**config.mk**
```make
export PLATFORM = sky130hd
export DESIGN_NAME = mem_access_stage
export DESIGN_NICKNAME = d
export VERILOG_FILES = /design/src/rtl/mem_access_stage.sv
export SDC_FILE = /design/constraint.sdc
export NUM_CORES = 1
export LEC_CHECK = 0
export ABC_AREA = 1
export CORE_MARGIN = 1.5
export CORE_UTILIZATION = 30
export CTS_BUF_LIST = sky130_fd_sc_hd__clkbuf_8
export DETAILED_ROUTE_END_ITERATION = 7
export GPL_TIMING_DRIVEN = 0
export PLACE_DENSITY = 0.71
export SYNTH_ARGS = -nofsm -noshare
export SYNTH_HDL_FRONTEND = slang
export SYNTH_SLANG_ARGS = --single-unit
```
**constraint.sdc**
```tcl
create_clock -name clk -period 4.75 [get_ports clk]
set_input_delay 1.425 -clock clk [delete_from_list [all_inputs] [get_ports clk]]
set_output_delay 1.425 -clock clk [all_outputs]
set_load 0.02 [all_outputs]
```
**src/rtl/mem_access_stage.sv**
```systemverilog
// rtl/mem_access_stage.sv - handshaked MEM stage: load align/extend, store strobes, misalign and timeout flags
// A fired memory op is latched and replayed on the request port; results are registered toward WB.
module mem_access_stage #(
    parameter int  XLEN    = 32,
    parameter int  TIMEOUT = 255,
    localparam int OFF_W   = $clog2(XLEN / 8)
) (
    input  logic              clk,
    input  logic              rst,
    input  logic              in_valid,
    output logic              in_ready,
    input  logic              in_is_mem,
    input  logic              in_we,
    input  logic [2:0]        in_rwtype,
    input  logic [XLEN-1:0]   in_addr,
    input  logic [XLEN-1:0]   in_wdata,
    input  logic              in_jump,
    input  logic              in_branch,
    input  logic              in_inv_branch,
    input  logic              in_zero,
    input  logic [XLEN-1:0]   in_pc_offset,
    output logic              pc_src,
    output logic [XLEN-1:0]   pc_target,
    output logic              stall,
    output logic              req_valid,
    input  logic              req_ready,
    output logic [XLEN-1:0]   req_addr,
    output logic              req_we,
    output logic [XLEN/8-1:0] req_wstrb,
    output logic [XLEN-1:0]   req_wdata,
    input  logic              resp_valid,
    input  logic [XLEN-1:0]   resp_rdata,
    output logic              out_valid,
    input  logic              out_ready,
    output logic [XLEN-1:0]   out_load_data,
    output logic              out_misaligned,
    output logic              out_bus_err
);
    localparam int STRB_W = XLEN / 8;
    localparam int CNT_W  = $clog2(TIMEOUT + 1);
    localparam logic [CNT_W-1:0] CNT_LAST = CNT_W'(TIMEOUT - 1);

    typedef enum logic [1:0] {S_IDLE, S_REQ, S_WAIT} state_t;

    state_t            state_q, state_d;
    logic [XLEN-1:0]   addr_q, addr_d, wdata_q, wdata_d;
    logic              we_q, we_d;
    logic [2:0]        type_q, type_d;
    logic [CNT_W-1:0]  cnt_q, cnt_d;
    logic              out_valid_q, out_valid_d, mis_q, mis_d, err_q, err_d;
    logic [XLEN-1:0]   data_q, data_d;

    logic              fire, in_mis;
    logic [2:0]        in_type;
    logic [OFF_W-1:0]  off_q;
    logic [OFF_W+2:0]  shamt;
    logic [XLEN-1:0]   shifted, load_ext;
    logic [STRB_W-1:0] strb;

    // Encodings that do not exist at this XLEN collapse to a signed word access.
    function automatic logic [2:0] norm_type(input logic [2:0] t);
        logic [2:0] r;
        r = 3'b010;
        case (t)
            3'b000, 3'b001, 3'b010, 3'b100, 3'b101: r = t;
            3'b011, 3'b110: if (XLEN == 64) r = t;
            default: r = 3'b010;
        endcase
        return r;
    endfunction

    assign in_type   = norm_type(in_rwtype);
    assign in_ready  = (state_q == S_IDLE) & (~out_valid_q | out_ready);
    assign fire      = in_valid & in_ready;
    assign stall     = in_valid & ~in_ready;
    assign pc_src    = fire & (in_jump | (in_branch & (in_inv_branch ^ in_zero)));
    assign pc_target = in_pc_offset;

    always_comb begin
        in_mis = 1'b0;
        case (in_type[1:0])
            2'd1:    in_mis = in_addr[0];
            2'd2:    in_mis = |in_addr[1:0];
            2'd3:    in_mis = |in_addr[2:0];
            default: in_mis = 1'b0;
        endcase
    end

    assign off_q     = addr_q[OFF_W-1:0];
    assign shamt     = {off_q, 3'b000};
    assign req_valid = (state_q == S_REQ);
    assign req_addr  = {addr_q[XLEN-1:OFF_W], {OFF_W{1'b0}}};
    assign req_we    = we_q;
    assign req_wdata = wdata_q << shamt;
    assign shifted   = resp_rdata >> shamt;

    always_comb begin
        strb = '1;
        case (type_q[1:0])
            2'd0:    strb = STRB_W'(1) << off_q;
            2'd1:    strb = STRB_W'(3) << off_q;
            2'd2:    strb = STRB_W'(15) << off_q;
            default: strb = '1;
        endcase
    end
    assign req_wstrb = strb;

    always_comb begin
        load_ext = XLEN'($signed(shifted[31:0]));
        case (type_q)
            3'b000:  load_ext = XLEN'($signed(shifted[7:0]));
            3'b001:  load_ext = XLEN'($signed(shifted[15:0]));
            3'b100:  load_ext = XLEN'(shifted[7:0]);
            3'b101:  load_ext = XLEN'(shifted[15:0]);
            3'b110:  load_ext = XLEN'(shifted[31:0]);
            3'b011:  load_ext = shifted;
            default: load_ext = XLEN'($signed(shifted[31:0]));
        endcase
    end

    always_comb begin
        state_d     = state_q;
        addr_d      = addr_q;
        wdata_d     = wdata_q;
        we_d        = we_q;
        type_d      = type_q;
        cnt_d       = cnt_q;
        out_valid_d = out_valid_q & ~out_ready;
        data_d      = data_q;
        mis_d       = mis_q;
        err_d       = err_q;
        case (state_q)
            S_IDLE: begin
                if (fire) begin
                    if (!in_is_mem || in_mis) begin
                        out_valid_d = 1'b1;
                        data_d      = '0;
                        mis_d       = in_is_mem;
                        err_d       = 1'b0;
                    end else begin
                        addr_d  = in_addr;
                        wdata_d = in_wdata;
                        we_d    = in_we;
                        type_d  = in_type;
                        state_d = S_REQ;
                    end
                end
            end
            S_REQ: begin
                if (req_ready) begin
                    if (we_q) begin
                        out_valid_d = 1'b1;
                        data_d      = '0;
                        mis_d       = 1'b0;
                        err_d       = 1'b0;
                        state_d     = S_IDLE;
                    end else begin
                        cnt_d   = '0;
                        state_d = S_WAIT;
                    end
                end
            end
            S_WAIT: begin
                // A response arriving on the final counted cycle still beats the timeout.
                if (resp_valid) begin
                    out_valid_d = 1'b1;
                    data_d      = load_ext;
                    mis_d       = 1'b0;
                    err_d       = 1'b0;
                    state_d     = S_IDLE;
                end else if (cnt_q == CNT_LAST) begin
                    out_valid_d = 1'b1;
                    data_d      = '0;
                    mis_d       = 1'b0;
                    err_d       = 1'b1;
                    state_d     = S_IDLE;
                end else begin
                    cnt_d = cnt_q + 1'b1;
                end
            end
            default: state_d = S_IDLE;
        endcase
    end

    always_ff @(posedge clk) begin
        if (rst) begin
            state_q     <= S_IDLE;
            addr_q      <= '0;
            wdata_q     <= '0;
            we_q        <= 1'b0;
            type_q      <= 3'b010;
            cnt_q       <= '0;
            out_valid_q <= 1'b0;
            data_q      <= '0;
            mis_q       <= 1'b0;
            err_q       <= 1'b0;
        end else begin
            state_q     <= state_d;
            addr_q      <= addr_d;
            wdata_q     <= wdata_d;
            we_q        <= we_d;
            type_q      <= type_d;
            cnt_q       <= cnt_d;
            out_valid_q <= out_valid_d;
            data_q      <= data_d;
            mis_q       <= mis_d;
            err_q       <= err_d;
        end
    end

    assign out_valid      = out_valid_q;
    assign out_load_data  = data_q;
    assign out_misaligned = mis_q;
    assign out_bus_err    = err_q;
endmodule
```
* Yosys cells after proc, flatten, opt, wreduce, memory -nomap -nowiden
Index checks and enable logic that the tools add are counted.
** Storage, ports and cells
- Flip-flop bits (word level) :: 113
- Bits in latches :: 0
- RAM bits :: 0
- Bits in read-only memories :: 0
- Bits of input ports :: 143
- Output and inout bits :: 140
- Logic and storage cells :: 110
- Memories :: 0
** Operators by class
- $add $sub $neg :: 1
- Multipliers :: 0
- Div/mod/pow operators :: 0
- $lt $le $gt $ge :: 0
- Equal/unequal tests :: 24
- Shifts and indexed selects :: 5
- Multiplexer cells :: 42
- Bitwise gates (word level) :: 13
- Reduce and logical (&&, ||, !) cells :: 15
** Operators by type and width (number)
- 32-bit two-way mux :: 6
- 32-bit case mux with 4 select lines :: 1
- 32-bit case mux with 3 select lines :: 1
- 8-bit two-way mux :: 4
- 32-bit by 5-bit << shifter with 32-bit output :: 1
- 32-bit by 5-bit >> shifter with 32-bit output :: 1
- 1-bit two-way mux :: 16
- 8-bit case mux with 2 select lines :: 1
- 3-bit equality test (second input constant) :: 4
- 2-bit two-way mux :: 6
- 1-bit case mux with 3 select lines :: 4
- 4-bit case mux with 3 select lines :: 1
- 2-bit inequality test (second input constant) :: 5
- 8-bit by 1-bit adder with 8-bit output (second input constant) :: 1
- 2-bit equality test (second input constant) :: 4
- 8-bit equality test (second input constant) :: 1
- 1-bit bitwise AND :: 6
- 2-bit by 1-bit equality test with 1-bit output (second input constant) :: 3
- 3-bit by 1-bit equality test with 1-bit output (second input constant) :: 2
- 3-bit logical NOT :: 2
- 2-bit by 1-bit inequality test with 1-bit output (second input constant) :: 3
- 2-bit case mux with 3 select lines :: 1
- 6-bit AND reduction :: 1
- 5-bit AND reduction :: 1
- other kinds (19) :: 24

* Longest topological paths before layout
- Depth in word-level cells :: 9
- Depth in mapped cells :: 12

* Worst setup path after synthesis
Ideal clock, no wire load.
- Path kind :: in2out
- From :: in out_ready
- To :: out stall
- Data arrival time :: 2111 ps
- Required time :: 3325 ps
- Path slack :: 1214 ps
- Stages on the path :: 5
- Buffers on the path :: 0
- Cells stage by stage :: inv_1 -> nand2_1 -> inv_1 -> nor2_1 -> nor2_1
** On the way
- Longest elaborated chain between the ends :: 4
** Ends and longest elaborated chain
- start: declaration :: RTL line 34 : input logic out_ready,
- 1-bit OR :: RTL line 73 : assign in_ready = (state_q == S_IDLE) & (~out_valid_q | out_ready);
- 1-bit bitwise AND :: RTL line 73
- via in_ready :: RTL line 11 : output logic in_ready,
- 1-bit NOT :: RTL line 75 : assign stall = in_valid & ~in_ready;
- 1-bit bitwise AND :: RTL line 75
- end: declaration :: RTL line 24 : output logic stall,
The timed path passes the listed nets, and every way through them passes these cells.

* Worst setup path in the final report
- From :: in out_ready
- To :: out pc_src
** On the way
- Longest elaborated chain between the ends :: 4
** Ends and longest elaborated chain
- 1-bit OR :: RTL line 73
- 1-bit bitwise AND :: RTL line 73
- 1-bit bitwise AND :: RTL line 74 : assign fire = in_valid & in_ready;
- 1-bit bitwise AND :: RTL line 76 : assign pc_src = fire & (in_jump | (in_branch & (in_inv_branch ^ in_zero)));
- end: declaration :: RTL line 22 : output logic pc_src,
Every way passes these cells.

==> results.toml <==
[timing]
rsz0062_at_grt = "false"
period_needed_ns = 4.49
slew_violations = 0
hold_violations = 0
tightest_slew_ns = 0.592
setup_ws_ns = 0.258
slew_headroom_pct = 60.5
skew_ns = 0.0163
hold_ws_ns = 0.466
fin_crit_sh_pct = 94.6
finalSetupTns_ns = 0
max_clock_freq_mhz = 223
setup_viol = 0

[place]
dpl_worst_slack_ns = 0.233
portBuffers = 248
gp_congestion = 0.894
place_inst = 1436
detailed_place_hpwl_microns = 17300
dpl_cell_area_sq_um = 9080

[die]
die_y_microns = 147
num_rows = 52
die_w_microns = 147
start_util_pct = 30.7
core-area_sq_um = 20400
dieArea_sq_um = 21700
ios = 283

[layout]
fillers = 2082
drive_gt1_share_pct = 11.4
n_antenna_cell = 0
area_growth_pct = 51.6
fin_cells = 1467
final_core_util_pct = 46.6
multiInputGateArea_sq_um = 3060
seq_area_sq_um = 2260
final_area_sq_um = 9490
fin_nets = 1338

[setup_path]
critPathLaunch = "out_ready"
crit_top_cell = "clkdlybuf4s50_1"
worst-path-max-fanout = 4
arrival_ns = 3.07
cp_cell_sequence = "clkdlybuf4s50_1 -> inv_1 -> nand2_1 -> nand3_1 -> nor2_1 -> clkdlybuf4s50_1"
cp_data_required_time_ns = 3.32
cp-start-kind = "input port"
cpPeakStageDelay_ns = 0.62
critPathKind = "in -> out"
cp_slowest_cell = "clkdlybuf4s50_1"
r2r-start = "state_q[0]$_SDFFE_PP0P_"
cp-end-kind = "output port"

[pwr]
peakVddDrop_mv = 0.192
p_leak_nw = 3.95
p_total_mw = 3.65
p_per_area_nw_per_um2 = 385

[yosys]
synth_warnings = 0
yosysSeqAreaShare_pct = 36.2
netlist_area_sq_um = 6260
synth_edf_count = 0
syn_inst = 917
ys_seq_elements = 113
synth_ff_type = "dfxtp_1"
yosysUniqueCellTypes = 41
syn_area_per_cell_sq_um = 6.82
synth_top_area_share_pct = 36.2
synth_area_leaders = "dfxtp_1 (36%), nor2_1 (13%), o21ai_0 (9.4%)"
synthArstFlopShare_pct = 0
synth_area_leader_cell = "dfxtp_1"

[detailed_routing]
wirelength_microns = 22300
drt_iter0_drc = 348
wl_per_cell_microns = 15.2
ant_nets = 0
vias = 6867
avgViaCountPerCell = 4.68
dr.pass1.iters = 5
drc_errors = 0

[clock_tree]
cts.sinks = 113
cts_inserted_buffers = 17
clk_path_buf_depth = 2
cts-hold-fix-buffers = 0
cts-htree-levels = 4
clk_latency_ns = 0.45
post-cts-setup-buffers = 0
clk_transition_reported_paths_ns = 0.07
cts_tree = "built"
clockRootBuffer = "clkbuf_8"
cts_resized = 0

[global_route]
grt.total_usage_pct = 20.3
antenna_found_initial = 1
grt_pass1_wl_microns = 34500
grt_max_degree = 17
grt_pass1_vias = 6496
grt_remaining_overflow = 0

[outcome]
status = "finished clean"

[flow_run]
drv_cap = 0

[min_path]
holdCritPathClass = "reg -> reg"
worstHoldStart = "out_misaligned$_SDFFE_PP0P_"
[cell usage after synthesis, types with 2 or more instances]
cell,count
inv_2,4
o22ai_1,5
clkbuf_1,31
xor2_1,3
buf_6,7
buf_2,13
o21ai_0,117
or2_2,7
nor2_2,3
dfxtp_1,113
a21boi_0,5
nand2_1,135
inv_1,44
buf_1,2
nor3_1,3
mux2i_1,7
nand3_1,25
a21oi_1,51
a21boi_1,11
ha_1,10
nand4_1,15
nand2_2,2
buf_4,65
nor2_1,212
o32ai_1,3
o211ai_1,2
a22oi_1,8
[logic make-up (layout without fill, tap and decap cells)]
family	Yosys count	after routing	synth area share [%]
AO/OA/AOI/OAI	206	206	17.9
other	1	2	0.0599
adder cells (fa/ha/maj)	10	10	2.00
XOR/XNOR	3	3	0.420
buffers and inverters	167	446	15.0
AND/OR/NAND/NOR	410	410	27.3
flip-flops	113	113	36.2
multiplexers	7	7	1.12
[path summary, 6_finish.rpt]
path	end	slack (ns)	cells after the start
min	out_misaligned$_SDFFE_PP0P_	0.47	2
min reg2reg	out_misaligned$_SDFFE_PP0P_	0.47	2
max reg2reg	addr_q[0]$_SDFFE_PP0P_	2.51	8
max	pc_src	0.26	6
[area by class of cell]
| type | count | share of cell area, % |
|---|---|---|
| multi-input combinational | 638 | 32.2 |
| timing repair buffer | 248 | 26.2 |
| sequential | 113 | 23.8 |
| buffer | 119 | 8.02 |
| tap | 270 | 3.56 |
| clock buffer | 19 | 2.76 |
| inverter | 48 | 1.90 |
| clock inverter | 12 | 1.52 |
[sequential cells by signal, summed over array words and instances (netlist names)]
| name | count |
|---|---|
| out_load_data | 32 |
| state_q | 2 |
| type_q | 3 |
| out_valid | 1 |
| addr_q | 32 |
| wdata_q | 32 |
| out_misaligned | 1 |
| req_we | 1 |
| cnt_q | 8 |
| out_bus_err | 1 |
[placed cells by master, fill, tap and decap left out, types with 4 or more instances in the layout]
master / count
buf_4: 65
clkdlybuf4s50_1: 248
or2_2: 7
nand4_1: 15
buf_2: 13
a22oi_1: 8
o21ai_0: 117
dfxtp_1: 113
inv_2: 4
clkbuf_8: 19
nand2_1: 135
clkbuf_1: 31
a21boi_1: 11
ha_1: 10
nand3_1: 25
inv_1: 47
o22ai_1: 5
nor2_1: 212
a21oi_1: 51
mux2i_1: 7
a21boi_0: 5
buf_6: 7
[per-layer routing]
layer / track usage, % / part of all wire, % / vias up
li1: - / - / 3450
met1: 25.8 / 44 / 3066
met2: 32.8 / 46 / 319
met3: 6.36 / 9.3 / 30
met4: 6.20 / 1.5 / 2
met5: 0 / 0.058 / -
[worst max-delay path, delay by kind of cell]
family        cells  cell delay (ns)
simple gates      3             0.52
buf+inv           3             1.12
[where the power goes]
group	switching [mW]	total, mW	internal, mW
combinational	0.952	1.60	0.645
clock	0.416	0.954	0.537
sequential	0.0576	1.10	1.05
total	1.43	3.65	2.23
Note: power is estimated with default switching activity, not from simulation.
